--- src/rtl/cordic_vec_pipe.sv ---
// Pipelined vectoring-mode CORDIC: converts a Cartesian (x, y) pair into
// atan2 angle and magnitude, one stage per micro-rotation, new launch every 2 cycles.
module cordic_vec_pipe #(
  parameter int NUM_WIDTH = 24,
  parameter int STAGE_CNT = 19
) (
  input  logic                        clk,
  input  logic                        rst,
  input  logic                        data_loaded,
  input  logic signed [NUM_WIDTH-1:0] x_in,
  input  logic signed [NUM_WIDTH-1:0] y_in,
  output logic signed [NUM_WIDTH-1:0] angle,
  output logic signed [NUM_WIDTH-1:0] magnitude,
  output logic                        data_computed
);

  localparam int FRAC_W = NUM_WIDTH - 4;
  // Constants are authored in Q4.20 and widened when NUM_WIDTH > 24.
  localparam int SCL = FRAC_W - 20;
  localparam int MSB = NUM_WIDTH - 1;

  localparam logic signed [NUM_WIDTH-1:0] PI =
    NUM_WIDTH'(24'sb0011_00100100001111110111) <<< SCL;
  localparam logic signed [NUM_WIDTH-1:0] CORDIC_RATIO =
    NUM_WIDTH'(24'sb0000_10011011011101001110) <<< SCL;

  function automatic logic signed [NUM_WIDTH-1:0] atan_entry(input int i);
    logic signed [23:0] t;
    case (i)
      0:  t = 24'sb0000_11001001000011111101;
      1:  t = 24'sd486170;
      2:  t = 24'sd256879;
      3:  t = 24'sd130396;
      4:  t = 24'sd65451;
      5:  t = 24'sd32757;
      6:  t = 24'sd16383;
      7:  t = 24'sd8192;
      8:  t = 24'sd4096;
      9:  t = 24'sd2048;
      10: t = 24'sd1024;
      11: t = 24'sd512;
      12: t = 24'sd256;
      13: t = 24'sd128;
      14: t = 24'sd64;
      15: t = 24'sd32;
      16: t = 24'sd16;
      17: t = 24'sd8;
      18: t = 24'sd4;
      19: t = 24'sd2;
      default: t = 24'sd0;
    endcase
    return NUM_WIDTH'(t) <<< SCL;
  endfunction

  // Truncating gain compensation: keep the integer-aligned window of x * K.
  function automatic logic signed [NUM_WIDTH-1:0] scale_trunc(
    input logic signed [NUM_WIDTH-1:0] x
  );
    logic signed [2*NUM_WIDTH-1:0] prod;
    prod = (2*NUM_WIDTH)'(x) * (2*NUM_WIDTH)'(CORDIC_RATIO);
    return NUM_WIDTH'(prod >>> FRAC_W);
  endfunction

  logic                        dl_q;
  logic                        launch;
  logic signed [NUM_WIDTH-1:0] x_pre;
  logic signed [NUM_WIDTH-1:0] y_pre;
  logic signed [NUM_WIDTH-1:0] z_pre;

  logic signed [NUM_WIDTH-1:0] x_p [0:STAGE_CNT];
  logic signed [NUM_WIDTH-1:0] y_p [0:STAGE_CNT];
  logic signed [NUM_WIDTH-1:0] z_p [0:STAGE_CNT];
  logic        [STAGE_CNT:0]   zero_p;
  logic        [STAGE_CNT:0]   vld_p;

  logic signed [NUM_WIDTH-1:0] ang_ps;
  logic signed [NUM_WIDTH-1:0] mag_ps;
  logic                        vld_ps;

  assign launch = data_loaded & ~dl_q;

  // Left half-plane inputs are rotated by pi so the iterations only cover +/- pi/2.
  always_comb begin
    if (!x_in[MSB]) begin
      x_pre = x_in;
      y_pre = y_in;
      z_pre = '0;
    end else begin
      x_pre = -x_in;
      y_pre = -y_in;
      z_pre = y_in[MSB] ? -PI : PI;
    end
  end

  always_ff @(posedge clk) begin
    // stage P: pre-rotation, loaded only on a launch edge
    if (launch) begin
      x_p[0]    <= x_pre;
      y_p[0]    <= y_pre;
      z_p[0]    <= z_pre;
      zero_p[0] <= (x_in == '0) && (y_in == '0);
    end
    // stages 0..STAGE_CNT-1: micro-rotations driving y toward zero
    for (int i = 0; i < STAGE_CNT; i++) begin
      if (!y_p[i][MSB]) begin
        x_p[i+1] <= x_p[i] + (y_p[i] >>> i);
        y_p[i+1] <= y_p[i] - (x_p[i] >>> i);
        z_p[i+1] <= z_p[i] + atan_entry(i);
      end else begin
        x_p[i+1] <= x_p[i] - (y_p[i] >>> i);
        y_p[i+1] <= y_p[i] + (x_p[i] >>> i);
        z_p[i+1] <= z_p[i] - atan_entry(i);
      end
      zero_p[i+1] <= zero_p[i];
    end
    // scale stage: the zero vector has no direction, so its angle is forced to 0
    ang_ps <= zero_p[STAGE_CNT] ? '0 : z_p[STAGE_CNT];
    mag_ps <= scale_trunc(x_p[STAGE_CNT]);
  end

  always_ff @(posedge clk or posedge rst) begin
    if (rst) begin
      dl_q          <= 1'b1;
      vld_p         <= '0;
      vld_ps        <= 1'b0;
      data_computed <= 1'b0;
      angle         <= '0;
      magnitude     <= '0;
    end else begin
      dl_q          <= data_loaded;
      vld_p         <= {vld_p[STAGE_CNT-1:0], launch};
      vld_ps        <= vld_p[STAGE_CNT];
      // output stage: results only move when a valid operation arrives
      data_computed <= vld_ps;
      if (vld_ps) begin
        angle     <= ang_ps;
        magnitude <= mag_ps;
      end
    end
  end

endmodule

--- config.mk ---
export PLATFORM = sky130hd
export DESIGN_NAME = cordic_vec_pipe
export DESIGN_NICKNAME = d
export VERILOG_FILES = /design/src/rtl/cordic_vec_pipe.sv
export SDC_FILE = /design/constraint.sdc
export NUM_CORES = 2
export LEC_CHECK = 0
export CORE_ASPECT_RATIO = 1.2
export CORE_MARGIN = 2
export CORE_UTILIZATION = 70
export CTS_BUF_LIST = sky130_fd_sc_hd__clkbuf_2
export DETAILED_ROUTE_END_ITERATION = 10
export GPL_ROUTABILITY_DRIVEN = 0
export PLACE_DENSITY_LB_ADDON = 0.15
export SLEW_MARGIN = 15
export SYNTH_ARGS = -nofsm -noshare
export SYNTH_HDL_FRONTEND = slang
export SYNTH_SLANG_ARGS = --single-unit
--- constraint.sdc ---
create_clock -name clk -period 10.7 [get_ports clk]
set_clock_uncertainty 0.1 [all_clocks]
set_input_delay 1.605 -clock clk [delete_from_list [all_inputs] [get_ports clk]]
set_output_delay 1.605 -clock clk [all_outputs]
set_load 0.005 [all_outputs]
==> metrics <==
status finished, final reports clean; sequential area share after synthesis around 29%; total negative slack 0 ns; area grow syn2layout 6.23%; commonest non-fill, non-tap cell in the layout ha_1; Required @ worst endpoint around 12 ns; Max clock buf depth 4; Final Setup Violations 0; routed via count ~91,000; cell taking the most area after synthesis dfxtp_1; Slew @ Worst Pin between 1 and 1.5 ns; I/O pin cnt 100; post-synthesis register bit count roughly 1,500; global-route usage over all layers between 30% and 40%; hold_buf cts 1; Routed WL about 270 mm; simple-gate share of the synthesized area approximately 14%; overall die area roughly 160,000 um2; antenna violations before repair 11; Vias/cell around 6.1; number of core rows between 150 and 200; r2r worst-path depth 21; I/O Buffers 99; largest fanout on the critical path 10; Fin. Hold Viols 0; EDFF count, synth between 50 and 60; Setup crit start kind register; synthesized-area fraction occupied by adder cells between 20% and 30%; DRC violations left 0; Cells after Synth between 10,000 and 15,000; syn nets around 14,000; clk root buf clkbuf_2; fraction of registers with async set/reset between 4 and 5%; setup bufs post-CTS 0; most frequent cells in the layout ha_1 (1,428), dfxtp_1 (1,383), a21oi_1 (1,109); Synth Area in Compound Gates 18.3%; mean area per synthesized cell between 8 and 9 um2; starting DRC count in detailed routing ~6,400; fmax between 100 and 150 MHz; post-synthesis cell area about 110,000 um2; Clock Sinks 1,514; Most used DFF post-synth dfxtp_1; area share of xor/xnor cells in the synthesized design between 10% and 20%; Worst-path clk slew 0.12 ns; first-pass GRT wire length approximately 440 mm; synth top area cells dfxtp_1 (26%), ha_1 (16%), xnor2_1 (8.0%), fa_1 (5.2%), a21oi_1 (5.1%); RSZ-0062 raised after global routing false; Yosys top cell area share 25.6%; grt ovf 0; Antenna Violating Nets Remaining 0; CORE AREA about 150,000 um2; proportion of synthesized area in mux cells 1.12%; share of layout cells above drive strength 1 between 6 and 7%; Slew HR between 7 and 8%; CP arrival approximately 8.6 ns; die height 436 um; fin crit share 64.9%; fillers roughly 11,000; max-cap viol count 0; hold path depth 0; post-CTS sizing 0; main combinational cell family by area after synthesis adder cells; Initial Util a little over 70%; Setup Crit Path Kind reg2reg; flop2flop setup slack 3.76 ns; vias in the first global route just over 90,000; die width roughly 360 um; final critical-path required period just under 7 ns; fin. max-slew vios 0; CTS tree yes; endpoint class of the critical path register; largest net degree at the start of global routing 75; Hold Path Class reg2reg; routed wire length per instance roughly 18 um; total number of yosys warnings 0; HPWL after DPL between 200 and 250 mm; Num CTS Buffers roughly 380; Nets around 14,000; H-tree depth 5; Synth cell types between 90 and 100; Skew-Pair Late Insertion Delay slightly below 2 ns; Pre-Repair DR Iteration Count 9
## layout make-up
class	instances	area (um2)	area share, %
antenna	18	45.0	0.0390
clock buffer	524	2620	2.27
clock inverter	139	871	0.753
inverter	901	3380	2.93
multi-input combinational	9693	73600	63.7
sequential	1514	31200	27.0
tap	2080	2600	2.25
timing repair buffer	136	1270	1.10
## worst paths after layout
path | from | to
max reg2reg | x_p[9][33] | mag_ps[10]
min | z_p[14][4] | z_p[15][4]
max | x_p[9][33] | mag_ps[10]
max in group asynchronous | rst | magnitude[6]
min reg2reg | z_p[14][4] | z_p[15][4]
min in group asynchronous | rst | magnitude[21]
## cell families (layout without fill, tap and decap cells)
kind of cell | count (synthesis) | in the layout
buf+inv | 1084 | 1700
other cells | 0 | 18
mux | 112 | 112
fa+ha+maj | 1712 | 1712
compound gates | 3152 | 3152
xor+xnor | 1527 | 1527
simple gates | 3190 | 3190
flops | 1514 | 1514
## sequential cells by signal, indices dropped and copies added, names as in the netlist
| signal | count |
|---|---|
| x_p | 479 |
| z_p | 458 |
| y_p | 438 |
| ang_ps | 24 |
| angle | 24 |
| mag_ps | 24 |
| magnitude | 24 |
| vld_p | 20 |
| zero_p | 20 |
| data_computed | 1 |
| dl_q | 1 |
| vld_ps | 1 |
## through the flow
stage | hold slack, ns | util, % | cells | setup WS, ns | cell area (um2)
final | 0.181 | 74.9 | 15000 | 3.76 | 116000
after global routing | 0.117 | 74.9 | 15000 | 3.46 | 116000
after CTS | 0.0379 | 74.8 | 15000 | 3.90 | 116000
after detailed placement | 0.212 | 72.6 | 14300 | 3.98 | 112000
after global placement | 0.210 | 72.6 | 14300 | 4.06 | 112000
after floorplan | 0.210 | - | 12300 | 4.31 | 109000
## critical path, cell delays in order (launching register included)
cell and delay, ns:
dfxtp_1 0.78, ha_1 0.44, xor2_1 0.19, ha_1 0.31, inv_1 0.06, fa_1 0.50
inv_1 0.05, fa_1 0.49, fa_1 0.54, fa_1 0.56, inv_1 0.05, fa_1 0.50
inv_1 0.05, ha_1 0.36, nand4_1 0.19, nor4_1 0.34, o211ai_1 0.15, nand3_1 0.27
a21oi_1 0.17, o21ai_0 0.39, a31oi_1 0.16, xnor2_1 0.14
## layer usage
layer / GRT usage (%) / up-vias / wire length [um]
li1: - / 44200 / -
met1: 36.0 / 42700 / 102000
met2: 60.6 / 3181 / 136000
met3: 5.88 / 1095 / 15100
met4: 21.5 / 6 / 18500
met5: 0 / - / 49
## cell usage after synthesis (165+ instances only)
| library cell | count |
|---|---|
| inv_1 | 893 |
| nor3_1 | 350 |
| o21ai_0 | 547 |
| a21oi_1 | 1109 |
| ha_1 | 1428 |
| nor2_1 | 998 |
| xnor2_1 | 993 |
| nand2b_1 | 165 |
| xor2_1 | 534 |
| nand2_1 | 620 |
| dfxtp_1 | 1391 |
| nor2b_1 | 197 |
| nand3_1 | 195 |
| a21o_1 | 435 |
| fa_1 | 284 |
Power is not shown: default switching activity piles up to over one toggle a cycle in this logic, so the estimate is an artifact.
